===== src/rtl/link_pkg.sv =====
// Shared definitions for the inter-board PMOD link: pin layout helpers and tx states.
package link_pkg;

  typedef enum logic [1:0] {IDLE, SETUP, HOLD} tx_state_t;

  localparam int DATA_LO = 0;

  function automatic int link_w(input int dw, input int fw);
    return dw + fw + 1;
  endfunction

  function automatic int tog_pos(input int dw, input int fw);
    return dw + fw;
  endfunction

  function automatic int flag_lo(input int dw);
    return dw;
  endfunction

  function automatic int flag_hi(input int dw, input int fw);
    return dw + fw - 1;
  endfunction

endpackage


===== src/rtl/link_rx_filter.sv =====
// Synchronises an asynchronous word and only publishes it once it has held still.
module link_rx_filter #(
  parameter int W             = 8,
  parameter int SYNC_STAGES   = 2,
  parameter int STABLE_CYCLES = 4
) (
  input  logic         clk,
  input  logic         rst_n,
  input  logic [W-1:0] din,
  output logic [W-1:0] stable_word
);

  localparam int CW = (STABLE_CYCLES < 1) ? 1 : $clog2(STABLE_CYCLES + 1);
  localparam logic [CW-1:0] CMAX = CW'(STABLE_CYCLES);

  logic [SYNC_STAGES-1:0][W-1:0] sync_pipe;
  logic [W-1:0]                  s, s_prev;
  logic [CW-1:0]                 cnt;

  assign s = sync_pipe[SYNC_STAGES-1];

  // Word is copied only while it is still unchanged after the counter saturates,
  // so a change landing on the saturation edge is never captured.
  always_ff @(posedge clk or negedge rst_n) begin
    if (!rst_n) begin
      sync_pipe   <= '0;
      s_prev      <= '0;
      cnt         <= '0;
      stable_word <= '0;
    end else begin
      sync_pipe <= {sync_pipe[SYNC_STAGES-2:0], din};
      s_prev    <= s;
      if (s != s_prev)     cnt <= '0;
      else if (cnt != CMAX) cnt <= cnt + CW'(1);
      if (s == s_prev && cnt == CMAX) stable_word <= s;
    end
  end

endmodule


===== src/rtl/pmod_link.sv =====
// Framed PMOD link: toggle-marked data messages plus continuous level flags, both directions.
module pmod_link
  import link_pkg::*;
#(
  parameter int DATA_W        = 5,
  parameter int FLAG_W        = 2,
  parameter int SYNC_STAGES   = 2,
  parameter int STABLE_CYCLES = 4,
  parameter int SETUP_CYCLES  = 2,
  parameter int HOLD_CYCLES   = 8,
  localparam int LINK_W       = link_w(DATA_W, FLAG_W)
) (
  input  logic              clk,
  input  logic              rst_n,
  input  logic [DATA_W-1:0] tx_data,
  input  logic              tx_valid,
  output logic              tx_ready,
  input  logic [FLAG_W-1:0] tx_flags,
  output logic [LINK_W-1:0] link_out,
  input  logic [LINK_W-1:0] link_in,
  output logic [DATA_W-1:0] rx_data,
  output logic              rx_valid,
  output logic [FLAG_W-1:0] rx_flags
);

  localparam int TOG  = tog_pos(DATA_W, FLAG_W);
  localparam int FLO  = flag_lo(DATA_W);
  localparam int FHI  = flag_hi(DATA_W, FLAG_W);
  localparam int TMAX = (SETUP_CYCLES > HOLD_CYCLES) ? SETUP_CYCLES : HOLD_CYCLES;
  localparam int TW   = $clog2(TMAX + 1);
  localparam logic [TW-1:0] SETUP_LAST = TW'(SETUP_CYCLES - 1);
  localparam logic [TW-1:0] HOLD_LAST  = TW'(HOLD_CYCLES - 1);

  // ---------------- transmit ----------------
  tx_state_t         state, state_n;
  logic [TW-1:0]     cnt, cnt_n;
  logic              tog, tog_n;
  logic [DATA_W-1:0] data_q, data_n;
  logic [FLAG_W-1:0] flags_q;
  logic              idle_c;

  always_ff @(posedge clk or negedge rst_n) begin
    if (!rst_n) begin
      state   <= IDLE;
      cnt     <= '0;
      tog     <= 1'b0;
      data_q  <= '0;
      flags_q <= '0;
    end else begin
      state   <= state_n;
      cnt     <= cnt_n;
      tog     <= tog_n;
      data_q  <= data_n;
      flags_q <= tx_flags;
    end
  end

  always_comb begin
    state_n = state;
    cnt_n   = cnt;
    tog_n   = tog;
    data_n  = data_q;
    idle_c  = 1'b0;
    case (state)
      IDLE: begin
        idle_c = 1'b1;
        if (tx_valid) begin
          data_n  = tx_data;
          cnt_n   = '0;
          state_n = SETUP;
        end
      end
      SETUP: begin
        if (cnt == SETUP_LAST) begin
          tog_n   = ~tog;
          cnt_n   = '0;
          state_n = HOLD;
        end else cnt_n = cnt + TW'(1);
      end
      HOLD: begin
        if (cnt == HOLD_LAST) state_n = IDLE;
        else                  cnt_n   = cnt + TW'(1);
      end
      default: state_n = IDLE;
    endcase
  end

  // Gated by rst_n so the sender never looks ready while held in reset.
  assign tx_ready = idle_c & rst_n;
  assign link_out = {tog, flags_q, data_q};

  // ---------------- receive ----------------
  logic [LINK_W-1:0] sw;
  logic              last_tog;

  link_rx_filter #(
    .W            (LINK_W),
    .SYNC_STAGES  (SYNC_STAGES),
    .STABLE_CYCLES(STABLE_CYCLES)
  ) u_filt (
    .clk        (clk),
    .rst_n      (rst_n),
    .din        (link_in),
    .stable_word(sw)
  );

  always_ff @(posedge clk or negedge rst_n) begin
    if (!rst_n) begin
      rx_data  <= '0;
      rx_valid <= 1'b0;
      rx_flags <= '0;
      last_tog <= 1'b0;
    end else begin
      rx_flags <= sw[FHI:FLO];
      rx_valid <= (sw[TOG] != last_tog);
      if (sw[TOG] != last_tog) begin
        rx_data  <= sw[DATA_W-1:DATA_LO];
        last_tog <= sw[TOG];
      end
    end
  end

endmodule


===== config.mk =====
export PLATFORM = sky130hd
export DESIGN_NAME = pmod_link
export DESIGN_NICKNAME = d
export VERILOG_FILES = /design/src/rtl/link_pkg.sv /design/src/rtl/link_rx_filter.sv /design/src/rtl/pmod_link.sv
export SDC_FILE = /design/constraint.sdc
export NUM_CORES = 1
export LEC_CHECK = 0
export BUFFER_PORTS_ARGS = -buffer_cell sky130_fd_sc_hd__buf_2
export CAP_MARGIN = 20
export CORE_MARGIN = 2
export CORE_UTILIZATION = 40
export CTS_BUF_LIST = sky130_fd_sc_hd__clkbuf_8
export DETAILED_ROUTE_END_ITERATION = 10
export SLEW_MARGIN = 15
export SYNTH_ARGS = -nofsm -noshare
export SYNTH_HDL_FRONTEND = slang
export SYNTH_SLANG_ARGS = --single-unit

===== constraint.sdc =====
create_clock -name clk -period 1.9 [get_ports clk]
set_input_delay 0.285 -clock clk [delete_from_list [all_inputs] [get_ports clk]]
set_output_delay 0.285 -clock clk [all_outputs]
set_load 0.02 [all_outputs]

* After elaboration in Yosys (flattened, before gate mapping) *
Cells that the tools add are included.

storage, ports and cells
  output and inout port bits = 17
  bits of input ports = 18
  register bits after elaboration = 58

cells by class
  reductions and logical operators = 8
  equal/unequal tests = 13
  bitwise logic cells = 2
  $add $sub $neg = 2
  multiplexer cells = 11

operator list
  kind                   number
  $mux W4                3
  $pmux W4 S3            1
  $eq A8 B8 Y1           1
  $ne A2 B2 Y1 const B   4
  $ne A8 B8 Y1           1
  $mux W2                3
  $mux W3                2
  $pmux W2 S3            1
  $reduce_and A3 Y1      2
  $add A4 B1 Y4 const B  1
  $eq A4 B1 Y1 const B   1
  $eq A4 B3 Y1 const B   1
  $reduce_and A2 Y1      2
  $add A3 B1 Y3 const B  1
  $eq A3 B3 Y1 const B   1
  $ne A3 B3 Y1 const B   1
  $reduce_bool A3 Y1     1
  $eq A2 B1 Y1 const B   1
  $eq A2 B2 Y1 const B   1
  $logic_not A2 Y1       1
  $reduce_bool A2 Y1     1
  $and A1 B1 Y1          1
  $logic_and A1 B1 Y1    1
  $mux W1                1
  2 further kinds        2

* Logic depth before layout (Yosys ltp) *
  depth in word-level cells = 3
  gate-level depth with buffers = 6

* Cells and area by module *
From an unflattened synthesis, not the netlist that was laid out.

unflattened totals
  cells, all modules = 150
  area total of the unflattened synthesis = 2227.1 µm²

by module, submodules not included
  module          times used  area each (µm²)  cells each
  link_rx_filter  1           1149.9           69
  pmod_link       1           1077.3           81

* Worst setup path before layout *
No wires, ideal clock.

  kind = flip-flop to flip-flop
  start point = reg u_filt.cnt[0]
  end point = reg u_filt.stable_word[0]
  clock period less this slack = 1562 ps
  setup time = 125 ps
  path buffers = 0
  slack = 338 ps
  data arrival time = 1437 ps
  cell stages (with the launch flop) = 6
  data required time = 1775 ps
  path through = dfrtp_1 -> inv_1 -> ha_1 -> nand2_1 -> nor3_4 -> mux2_2

between the ends
  word-level cells in the longest chain between the ends = 2

RTL lines
  element                   RTL line              text
  start: declaration        link_rx_filter.sv:18  logic [CW-1:0] cnt;
  start signal: assignment  link_rx_filter.sv:34  else if (cnt != CMAX) cnt <= cnt + CW'(1);
  $eq A3 B3 Y1              link_rx_filter.sv:35  if (s == s_prev && cnt == CMAX) stable_word <= s;
  $logic_and A1 B1 Y1       link_rx_filter.sv:35
  end signal: assignment    link_rx_filter.sv:35
  end: declaration          link_rx_filter.sv:10  output logic [W-1:0] stable_word

No other way between the ends.
A chain may end at the register's enable or synchronous reset.

* Worst setup path in the final report *
  start point = reg u_filt.cnt[0]
  end point = reg u_filt.stable_word[3]

Same word-level chain as after synthesis.

==> results.py <==
metrics = {
    "layout": {
        "layout.nets": 227,
        "num-fill-cells": 487,
        "finish.utilization": 0.511,
        "fin_cells": 275,
        "syn2layout_area_growth_pct": 22.0,
        "design_area_sq_um": 2630,
        "layout-drive-gt1-share": 0.327,
        "antennaDiodeCount": 0,
    },
    "pwr": {
        "p_leak_nw": 1.32,
        "p_total_mw": 3.33,
        "irDropWorstVdd_uv": 618,
        "powerDensity_nw_per_um2": 1270,
    },
    "timing": {
        "rsz0062_at_grt": "false",
        "fin_crit_sh": 0.923,
        "drv_slew": 0,
        "setup_viol": 0,
        "hold_viol_final": 0,
        "fin_hold_ws_ns": 0.0655,
        "post-route-worst-setup-slack_ns": 0.146,
        "fmax_mhz": 570,
        "tightest_slew_ns": 0.700,
        "relSlewSlack": 0.534,
        "setup_tns_ns": 0,
        "finClkSkew_ns": 0.00497,
        "period_needed_ns": 1.75,
    },
    "placement": {
        "portBuffers": 34,
        "globalplace.congestion": 0.819,
        "dp.cells": 259,
        "dpl-instance-area_sq_um": 2410,
        "pre_cts_ws_ns": 0.133,
        "dp_hpwl_um": 2550,
    },
    "min_path": {
        "min_delay_path_depth": 1,
        "worstHoldPathType": "in -> reg",
    },
    "drt": {
        "drt-vias-per-instance": 4.66,
        "routedWlPerCell_um": 12.6,
        "drt_pass1_iterations": 4,
        "drt_iter0_markers": 51,
        "num_vias": 1282,
        "ant_nets": 0,
        "wl_um": 3470,
        "post-route-drc-count": 0,
    },
    "cts": {
        "post_cts_buffers": 0,
        "cts-buffers-inserted": 9,
        "cts_resized": 0,
        "cts-htree-levels": 3,
        "cts_hold_buffers": 0,
        "cts_tree": "yes",
        "clk_pin_slew_ns": 0.07,
        "cts_root_buf": "clkbuf_8",
        "clk-insertion-delay-late_ns": 0.32,
        "clockBufferDepth": 2,
        "cts_num_sinks": 58,
    },
    "die": {
        "io_pins": 35,
        "die-area_sq_um": 5990,
        "die-height_um": 77.4,
        "row_count": 26,
        "start_util": 0.419,
        "fp.dieW_um": 77.4,
        "core-area_sq_um": 5140,
    },
    "yosys": {
        "synth_cells": 156,
        "synth_cell_type_count": 29,
        "synth_seq_cells": 58,
        "synth_area_sq_um": 2150,
        "syn_avg_cell_area_sq_um": 13.8,
        "synth-seq-area-share": 0.674,
        "syn-num-nets": 183,
        "yosys_warnings": 0,
    },
    "run": {
        "drv_cap": 0,
    },
    "grt": {
        "grt_first_pass_wirelength_um": 6130,
        "grt_max_degree": 59,
        "grt_pass1_vias": 1371,
        "grt_overflow": 0,
        "antenna_found_initial": 0,
        "grt_use_total": 0.135,
    },
    "worst_setup_path": {
        "cp.depth": 5,
        "reg2reg_depth": 5,
        "critPathSlowestCell": "nor3_4",
        "critical_path_buf_inv_count": 1,
        "worstPathCellList": "inv_1 -> ha_1 -> nand2_1 -> nor3_4 -> mux2_2",
        "cp_max_fo": 8,
        "slowest_delay_ns": 0.42,
        "critPathArrivalTime_ns": 1.96,
        "path_delay_family": "simple AND/OR/NAND/NOR gates",
        "endpoint_kind": "flop",
        "cp-start-kind": "flop",
        "critPathRequiredTime_ns": 2.11,
        "crit_type": "reg -> reg",
    },
    "status": {
        "outcome": "complete, no violations",
    },
}
## cells by family after synthesis
kind of cell               synth area share
and+or+nand+nor                       0.101
xor gates and xnor gates             0.0447
adders and majority gates            0.0523
buffers and inverters                0.0192
muxes                                0.0779
DFF                                   0.674
AOI/OAI and AO/OA                    0.0308
## report_power, final
part	internal, mW	switching, mW	total (mW)
combinational	0.288	0.372	0.660
sequential	1.36	0.0796	1.44
clock	0.764	0.460	1.22
total	2.42	0.911	3.33
## layout by cell type, fill, tap and decap left out, types with 3 or more instances in the layout
master    netlist  layout
buf_2           0      34
nand4_1         3       3
dfrtp_1        58      58
mux2_2         14      14
nand2_1        21      21
xnor2_1        10      10
nor2_1          6       6
clkbuf_8        0      10
inv_1           8       9
ha_1            9       9
nand3_1         3       3
## worst register-to-register path, cell delays in order, from the launching register on
cell and delay (ns):
dfrtp_1 0.41, inv_1 0.07, ha_1 0.19, nand2_1 0.16, nor3_4 0.42, mux2_2 0.39
## per-layer routing
layer / part of all wire / global-route usage / vias to the layer above / wire (um)
met5: 0 / 0 / - / 0
met4: 0.0049 / 0.0607 / 0 / 17
met3: 0.044 / 0.0605 / 2 / 151
met2: 0.53 / 0.224 / 30 / 1840
met1: 0.42 / 0.150 / 648 / 1460
li1: - / - / 602 / -
## sequential cells by signal, summed over array words and instances, names as in the netlist
signal              flops
last_tog                1
cnt                     4
tog                     1
u_filt.s                8
rx_data                 5
u_filt.s_prev           8
u_filt.sync_pipe        8
rx_valid                1
state                   2
u_filt.cnt              3
data_q                  5
flags_q                 2
rx_flags                2
u_filt.stable_word      8
## worst paths after layout
kind	from	endpoint	slack [ns]
hold reg to reg	u_filt.sync_pipe[6]	u_filt.s[6]	0.35
setup reg to reg	u_filt.cnt[0]	u_filt.stable_word[3]	0.15
setup / recovery	u_filt.cnt[0]	u_filt.stable_word[3]	0.15
hold / removal	link_in[7]	u_filt.sync_pipe[7]	0.07
max in group asynchronous	rst_n	u_filt.sync_pipe[2]	1.26
min in group asynchronous	rst_n	u_filt.stable_word[3]	0.16
## area by class of cell
cell class                      instances  area (sq um)  area share
Clock buffer                           10           138      0.0524
Inverter                                8          30.0      0.0114
Sequential cell                        58          1450       0.553
Timing Repair Buffer                   35           178      0.0677
Tap cell                               70          87.6      0.0333
Multi-Input combinational cell         88           661       0.252
Clock inverter                          6          81.3      0.0310
## synth_stat cells
library cell / instances / area (sq um)
a21oi_1: 2 / 10.0
and4b_1: 1 / 10.0
or3b_1: 1 / 8.76
xor2_1: 1 / 8.76
mux2i_1: 1 / 10.0
nor2_1: 6 / 22.5
nand3b_1: 1 / 7.51
nand2_1: 21 / 78.8
o22a_1: 1 / 8.76
nand4_1: 3 / 18.8
clkbuf_1: 1 / 3.75
ha_1: 9 / 113
o211ai_1: 1 / 7.51
and2_1: 1 / 6.26
mux2_2: 14 / 158
a21boi_0: 1 / 7.51
nor3_4: 1 / 16.3
dfrtp_1: 58 / 1450
o22ai_1: 2 / 12.5
o21ai_0: 1 / 5.00
nand3_1: 3 / 15.0
nor3_2: 1 / 10.0
inv_1: 8 / 30.0
a21o_1: 2 / 15.0
nor2b_1: 2 / 12.5
buf_4: 1 / 7.51
or2_2: 1 / 6.26
xnor2_1: 10 / 87.6
nor3_1: 1 / 5.00
Note: power is estimated with default switching activity, not from simulation.
